[src/rtl/mux_arbitrado_n.sv]
// mux_arbitrado_n: N-way valid/ready channel mux with a one-entry output register.
// Channel chosen by explicit selector (MODO=0) or round-robin scan (MODO=1).
module mux_arbitrado_n #(
    parameter int ANCHO      = 32,
    parameter int N_ENTRADAS = 4,
    parameter int SEL_W      = $clog2(N_ENTRADAS),
    parameter int MODO       = 0
) (
    input  logic                        clk,
    input  logic                        reset,
    input  logic                        flush,
    input  logic [SEL_W-1:0]            selectorMUX,
    input  logic [N_ENTRADAS*ANCHO-1:0] entrada_datos,
    input  logic [N_ENTRADAS-1:0]       entrada_valid,
    output logic [N_ENTRADAS-1:0]       entrada_ready,
    output logic [ANCHO-1:0]            salida_datos,
    output logic [SEL_W-1:0]            salida_canal,
    output logic                        salida_valid,
    input  logic                        salida_ready
);

    logic             valid_q, valid_d;
    logic [ANCHO-1:0] datos_q, datos_d;
    logic [SEL_W-1:0] canal_q, canal_d;
    logic [SEL_W-1:0] ptr_q, ptr_d;

    logic             carga;
    logic             hay;
    logic             xfer;
    logic [SEL_W-1:0] elegido;
    logic [SEL_W-1:0] idx;
    logic [ANCHO-1:0] dato_sel;

    assign carga = !reset && !flush && (!valid_q || salida_ready);

    // Scan from the highest offset down so the lowest offset from ptr wins.
    always_comb begin
        elegido = selectorMUX;
        hay     = 1'b1;
        idx     = '0;
        if (MODO == 1) begin
            elegido = '0;
            hay     = 1'b0;
            for (int k = N_ENTRADAS - 1; k >= 0; k--) begin
                idx = ptr_q + SEL_W'(k);
                if (entrada_valid[idx]) begin
                    elegido = idx;
                    hay     = 1'b1;
                end
            end
        end
    end

    assign dato_sel = entrada_datos[elegido*ANCHO +: ANCHO];
    assign xfer     = carga && hay && entrada_valid[elegido];

    always_comb begin
        entrada_ready = '0;
        if (carga && hay) begin
            entrada_ready[elegido] = 1'b1;
        end
    end

    always_comb begin
        valid_d = valid_q;
        datos_d = datos_q;
        canal_d = canal_q;
        ptr_d   = ptr_q;
        if (flush) begin
            valid_d = 1'b0;
        end else if (carga) begin
            valid_d = xfer;
            if (xfer) begin
                datos_d = dato_sel;
                canal_d = elegido;
                if (MODO == 1) begin
                    ptr_d = elegido + SEL_W'(1);
                end
            end
        end
    end

    always_ff @(posedge clk) begin
        if (reset) begin
            valid_q <= 1'b0;
            datos_q <= '0;
            canal_q <= '0;
            ptr_q   <= '0;
        end else begin
            valid_q <= valid_d;
            datos_q <= datos_d;
            canal_q <= canal_d;
            ptr_q   <= ptr_d;
        end
    end

    assign salida_valid = valid_q;
    assign salida_datos = datos_q;
    assign salida_canal = canal_q;

endmodule

[config.mk]
export PLATFORM = sky130hd
export DESIGN_NAME = mux_arbitrado_n
export DESIGN_NICKNAME = d
export VERILOG_FILES = /design/src/rtl/mux_arbitrado_n.sv
export SDC_FILE = /design/constraint.sdc
export NUM_CORES = 1
export LEC_CHECK = 0
export BUFFER_PORTS_ARGS = -buffer_cell sky130_fd_sc_hd__buf_2
export CAP_MARGIN = 0
export CORE_UTILIZATION = 44
export DETAILED_ROUTE_END_ITERATION = 8
export PLACE_DENSITY = 0.88
export SYNTH_ARGS = -nofsm -noshare
export SYNTH_HDL_FRONTEND = slang
export SYNTH_SLANG_ARGS = --single-unit
[constraint.sdc]
create_clock -name clk -period 4 [get_ports clk]
set_clock_uncertainty 0.05 [all_clocks]
set_input_delay 0.6 -clock clk [delete_from_list [all_inputs] [get_ports clk]]
set_output_delay 0.6 -clock clk [all_outputs]
set_load 0.05 [all_outputs]
==> impl_metrics.csv, run 1 <==
group,metric,value,unit
outcome,status,"finished clean",
die,die_y,76.0,µm
route,first_pass_iters,4,
power,power,1020,µW
power,peakVddDrop,0.149,mV
layout,fillCellCount,450,
worst_setup_path,critPathLaunchType,"input pin",
logic_synthesis,synthCells,207,
route,viasPerCell,5.56,
timing,hold_slack,0.422,ns
clock_tree,root_buffer,"clkbuf_8",
layout,fin_cells,439,
timing,fmax,359,MHz
clock_tree,hold_buffers,0,
logic_synthesis,syn_area,2410,µm²
global_route,grt_pass1_vias,2524,
power,leakage,0.00155,µW
route,wl_per_cell,16.0,µm
clock_tree,cts_setup_buffers,0,
worst_setup_path,crit_path_max_fanout,19,
clock_tree,clk_pin_slew,0.07,ns
global_route,grt_overflow,0,
layout,antenna_cells,0,
logic_synthesis,yosys.area.top_type,"dfxtp_1",
global_route,grt_util_all_layers,0.249,
min_path,holdPathStages,2,
timing,rsz0062_at_grt,"false",
worst_setup_path,reg2reg_depth,4,
route,first_iter_violations,127,
worst_setup_path,path_class,"in2out",
timing,period_share,0.696,
logic_synthesis,avgSynthCellArea,11.6,µm²
logic_synthesis,ys.flop_type,"dfxtp_1",
placement,dp_cells,431,
global_route,grt_start_max_net_pins,37,
clock_tree,cts_tree,"done",
worst_setup_path,end_kind,"output pin",
timing,hold_viol,0,
min_path,min_to,"salida_datos[24]$_SDFFE_PP0P_",
flow_run,maxCapViolations,0,
logic_synthesis,synth_cell_types,22,
timing,slew-limit-headroom,0.516,
logic_synthesis,synth_nets,345,
route,drcViolationCount,0,
placement,hpwlAfterDp,5220,µm
worst_setup_path,reg2reg_slack,1.76,ns
clock_tree,post_cts_resize_count,0,
placement,place.gp.congestion,0.832,
worst_setup_path,cp.arrival,2.13,ns
route,ant_nets,0,
clock_tree,numCtsBuffers,5,
min_path,hold_class,"reg2reg",
logic_synthesis,async_reset_ff_frac,0,
die,die_w,76.0,µm
global_route,grt_pass1_wl,11500,µm
timing,finalSetupViolCount,0,
timing,setup_tns,0,ns
clock_tree,worstSkewPairLatency,0.28,ns
clock_tree,clkSinkCount,35,
timing,layout_min_cycle_time,2.78,ns
die,io_pins,177,
die,core-area,5200,µm²
die,rows,26,
logic_synthesis,yosysTopAreaCellShare,0.291,
layout,syn_to_final_growth,38.8,%
route,vias,2440,
min_path,hold_start,"salida_datos[24]$_SDFFE_PP0P_",
route,wl,7040,µm
logic_synthesis,synth_area_leaders,"dfxtp_1 29%, mux4_2 26%, o21ai_2 11%, nand2b_1 8.8%, nand4_1 8.3%",
layout,final_util,0.643,
worst_setup_path,cp.required,3.35,ns
worst_setup_path,worstReg2RegStart,"salida_valid$_SDFFE_PP0P_",
die,die-area,5780,µm²
logic_synthesis,synth_edf_count,0,
logic_synthesis,yosys_warnings,0,
logic_synthesis,ys_seq_area_frac,0.291,
global_route,antenna_found_initial,0,
logic_synthesis,synth-seq-cells,35,
timing,worst_pin_slew,0.726,ns
worst_setup_path,r2r_end,"salida_canal[0]$_SDFFE_PP0P_",
timing,maxSlewViolCount,0,
clock_tree,htreeDepth,2,
layout,fin_nets,506,
placement,io_buffers,176,
die,start_util,0.463,
clock_tree,clock_tree.buffer_depth,2,
power,power_density,304,nW/µm²
layout,drive_gt1_frac,0.675,
critical path, cell delays in order:
cell and delay [ns]:
buf_2 0.07, nand2b_1 0.56, buf_4 0.35, nand2_1 0.10, nor3_1 0.15, buf_2 0.29
layer usage:
layer,up-vias,track usage,part of all wire,wire length [µm]
met2,139,0.453,0.52,3640
met3,22,0.0599,0.076,536
met5,-,0,0,0
met4,0,0.0981,0.030,211
met1,1145,0.281,0.38,2650
li1,1134,-,-,-
registers in the layout, summed over array words and instances (netlist names):
register / flops
salida_valid: 1
salida_canal: 2
salida_datos: 32
final cells by class:
class / count / area (µm²) / area share
inverter: 2 / 7.51 / 0.00224
sequential: 35 / 701 / 0.209
timing repair buffer: 180 / 911 / 0.272
clock buffer: 8 / 100 / 0.0299
multi-input combinational: 144 / 1540 / 0.460
tap: 70 / 87.6 / 0.0262
how the worst max path moves through the flow:
stage	startpoint	end	slack, ns	depth (start not counted)
after floorplan	reset	entrada_ready[0]	1.14	4
after global placement	selectorMUX[0]	salida_canal[0]$_SDFFE_PP0P_	1.13	4
after detailed placement	selectorMUX[0]	salida_canal[0]$_SDFFE_PP0P_	0.97	4
after CTS	salida_ready	entrada_ready[0]	1.17	6
after global routing	salida_ready	entrada_ready[0]	1.07	6
final	salida_ready	entrada_ready[0]	1.22	6
power by group:
part           internal, µW  total [µW]  switching, µW
registers               375         389           13.9
logic                   145         349            205
clock network           157         280            123
synthesized netlist by cell type, types with 2 or more instances:
master	instances
buf_1	2
buf_12	3
buf_2	4
buf_6	2
clkbuf_1	15
dfxtp_1	35
mux2i_1	2
mux4_1	5
mux4_2	28
nand2b_1	34
nand4_1	32
nor2_1	3
nor3_1	3
o21ai_1	2
o21ai_2	30
cells by family after synthesis:
kind of cell           synth area share
AO/OA/AOI/OAI                     0.120
multiplexers                      0.324
buffers and inverters            0.0721
flip-flops                        0.291
AND/OR/NAND/NOR                   0.193
cells in the final DEF, fill, tap and decap left out:
master    count
and3_4        1
buf_2       176
buf_4         4
clkbuf_1      1
clkbuf_8      7
dfxtp_1      35
inv_1         1
inv_2         1
mux2i_1       2
mux4_1        5
mux4_2       28
nand2_1       1
nand2b_1     34
nand3_1       1
nand4_1      32
nor2_1        2
nor2_2        1
nor2b_1       1
nor3_1        3
o21ai_1       2
o21ai_2      30
o32ai_2       1
metrics by stage:
stage	setup WS [ns]	instance area (µm²)
2_1_floorplan	1.14	2410
3_3_place_gp	1.13	3250
3_5_place_dp	0.966	3250
4_1_cts	1.17	3350
5_1_grt	1.07	3350
6_report	1.22	3350
No activity file was read; power rests on OpenSTA's default activity.
==> run 2, diff against run 1 <==
CORE_UTILIZATION = 41   (was 44)
PLACE_DENSITY = 0.83   (was 0.88)
clock period = 2.7 ns   (was 4 ns; I/O delays follow)
==> run 2 against run 1 <==
  * Core utilization is 3.4 points lower
  * Global-route usage is 1.8 points lower
  * Sequential share of layout area is 0.31 points lower
  * First-iteration DRC count is 22% lower
  * Final cell count is 1.4% higher
  * Flip-flop and latch count stayed put
==> impl_metrics.csv, run 2 (synthesis results as in run 1) <==
group,metric,value,unit
outcome,status,"finished clean",
flow_run,maxCapViolations,0,
timing,rsz0062_at_grt,"false",
clock_tree,post_cts_resize_count,0,
route,top_layer,"met4",
layout,final_common_cell,"buf_2",
power,p_comb_frac,0.330,
die,start_util,0.433,
power,power,1580,µW
power,seq_power_share,0.364,
die,core-area,5570,µm²
worst_setup_path,cp_cell_sequence,"nand2b_1 > buf_4 > nand3_1 > nor2_1 > buf_2",
route,first_pass_iters,4,
die,die_w,78.7,µm
power,p_clk_frac,0.306,
clock_tree,cts_tree,"done",
clock_tree,htreeDepth,2,
route,first_iter_violations,99,
power,leakage,0.00158,µW
clock_tree,numCtsBuffers,5,
min_path,hold_class,"in2reg",
layout,syn_to_final_growth,40.8,%
placement,io_buffers,176,
worst_setup_path,end_kind,"output pin",
route,ant_nets,0,
timing,slew-limit-headroom,0.610,
placement,hpwlAfterDp,5490,µm
route,dr_wl_met3,528,µm
route,wl_per_cell,15.9,µm
timing,fin_ws,0.757,ns
route,wl,7100,µm
layout,drive_gt1_frac,0.681,
worst_setup_path,cp_slowest_stage_delay,0.33,ns
route,drcViolationCount,0,
timing,fmax,515,MHz
die,io_pins,177,
clock_tree,clk_pin_slew,0.07,ns
clock_tree,worstSkewPairLatency,0.28,ns
layout,final_cell_mix,"176 x buf_2, 35 x dfxtp_1, 34 x nand2b_1",
route,wl_met2,3770,µm
power,p_sw,511,µW
global_route,grt_pass1_wl,11200,µm
worst_setup_path,critPathLaunchType,"flip-flop",
layout,fin_nets,510,
worst_setup_path,crit_path_max_fanout,18,
die,rows,27,
global_route,grt_overflow,0,
placement,dp_slack,0.587,ns
worst_setup_path,crit_slowest_cell,"dfxtp_1",
layout,fillCellCount,478,
global_route,grt_util_all_layers,0.232,
clock_tree,clkSinkCount,35,
clock_tree,cts_setup_buffers,0,
power,power.internal,1070,µW
power,peakVddDrop,0.233,mV
clock_tree,clock_tree.buffer_depth,2,
worst_setup_path,cp.required,2.25,ns
worst_setup_path,path_class,"reg2out",
clock_tree,root_buffer,"clkbuf_8",
route,vias,2466,
global_route,antenna_found_initial,0,
timing,maxSlewViolCount,0,
worst_setup_path,path_buf_inv,2,
timing,layout_min_cycle_time,1.94,ns
layout,antenna_cells,0,
worst_setup_path,cp.arrival,1.49,ns
global_route,grt_pass1_vias,2446,
timing,worst_pin_slew,0.585,ns
die,die-area,6190,µm²
layout,fin_cells,445,
route,wl_met1,2670,µm
power,power_density,467,nW/µm²
power,swShare,0.323,
timing,hold_viol,0,
global_route,grt_start_max_net_pins,36,
placement,dp_cells,437,
timing,finalSetupViolCount,0,
die,die_y,78.7,µm
timing,setup_tns,0,ns
clock_tree,hold_buffers,0,
timing,period_share,0.720,
worst_setup_path,path_delay_family,"buffers and inverters",
layout,final_util,0.609,
route,viasPerCell,5.54,
placement,place.gp.congestion,0.755,
layout,largest_reg_flops,32,
run 2: cell types whose count changed in the layout (fill, tap and decap cells not counted), sizes merged:
| cell | previous run | this run |
|---|---|---|
| buf | 180 | 184 |
| clkbuf | 8 | 6 |
| bufinv | 0 | 1 |
| clkinv | 0 | 1 |
run 2: worst reg2reg max path: stages (launching register included):
cell and delay (ns):
dfxtp_1 0.33, nand2b_1 0.09, buf_4 0.22, and3_4 0.61, mux2i_1 0.27
run 2: cell type report:
| cell class | count | area [µm²] | area share |
|---|---|---|---|
| Clock buffer | 6 | 82.6 | 0.0243 |
| Clock inverter | 2 | 35.0 | 0.0103 |
| Inverter | 2 | 7.51 | 0.00221 |
| Multi-Input combinational cell | 144 | 1540 | 0.453 |
| Sequential cell | 35 | 701 | 0.206 |
| Tap cell | 72 | 90.1 | 0.0265 |
| Timing Repair Buffer | 184 | 941 | 0.277 |
run 2: power by group through the flow:
| stage | clock (µW) | combinational, µW | sequential, µW |
|---|---|---|---|
| 3_3_place_gp | 0 | 511 | 587 |
| 6_report | 484 | 524 | 576 |
| 3_5_place_dp | 0 | 524 | 587 |
| 4_1_cts | 496 | 525 | 576 |
| 5_1_grt | 522 | 556 | 581 |
| 2_1_floorplan | 0 | 227 | 723 |
run 2: through the flow:
stage / hold slack [ns] / cell area (µm²)
floorplan: 0.432 / 2410
finish: 0.267 / 3400
detailed placement: 0.410 / 3280
global placement: 0.410 / 3280
global route: 0.262 / 3400
CTS: 0.260 / 3400
run 2: worst paths after layout:
path | from | to | slack [ns] | cells after the start
worst min-delay path | flush | salida_valid$_SDFFE_PP0P_ | 0.27 | 2
worst min register to register | salida_datos[9]$_SDFFE_PP0P_ | salida_datos[9]$_SDFFE_PP0P_ | 0.42 | 2
worst max register to register | salida_valid$_SDFFE_PP0P_ | salida_canal[0]$_SDFFE_PP0P_ | 1.06 | 4
worst max-delay path | salida_valid$_SDFFE_PP0P_ | entrada_ready[2] | 0.76 | 5
run 2: per-layer routing:
layer	up-vias	global-route usage
li1	1144	-
met1	1168	0.262
met2	142	0.421
met3	12	0.0372
met4	0	0.109
met5	-	0
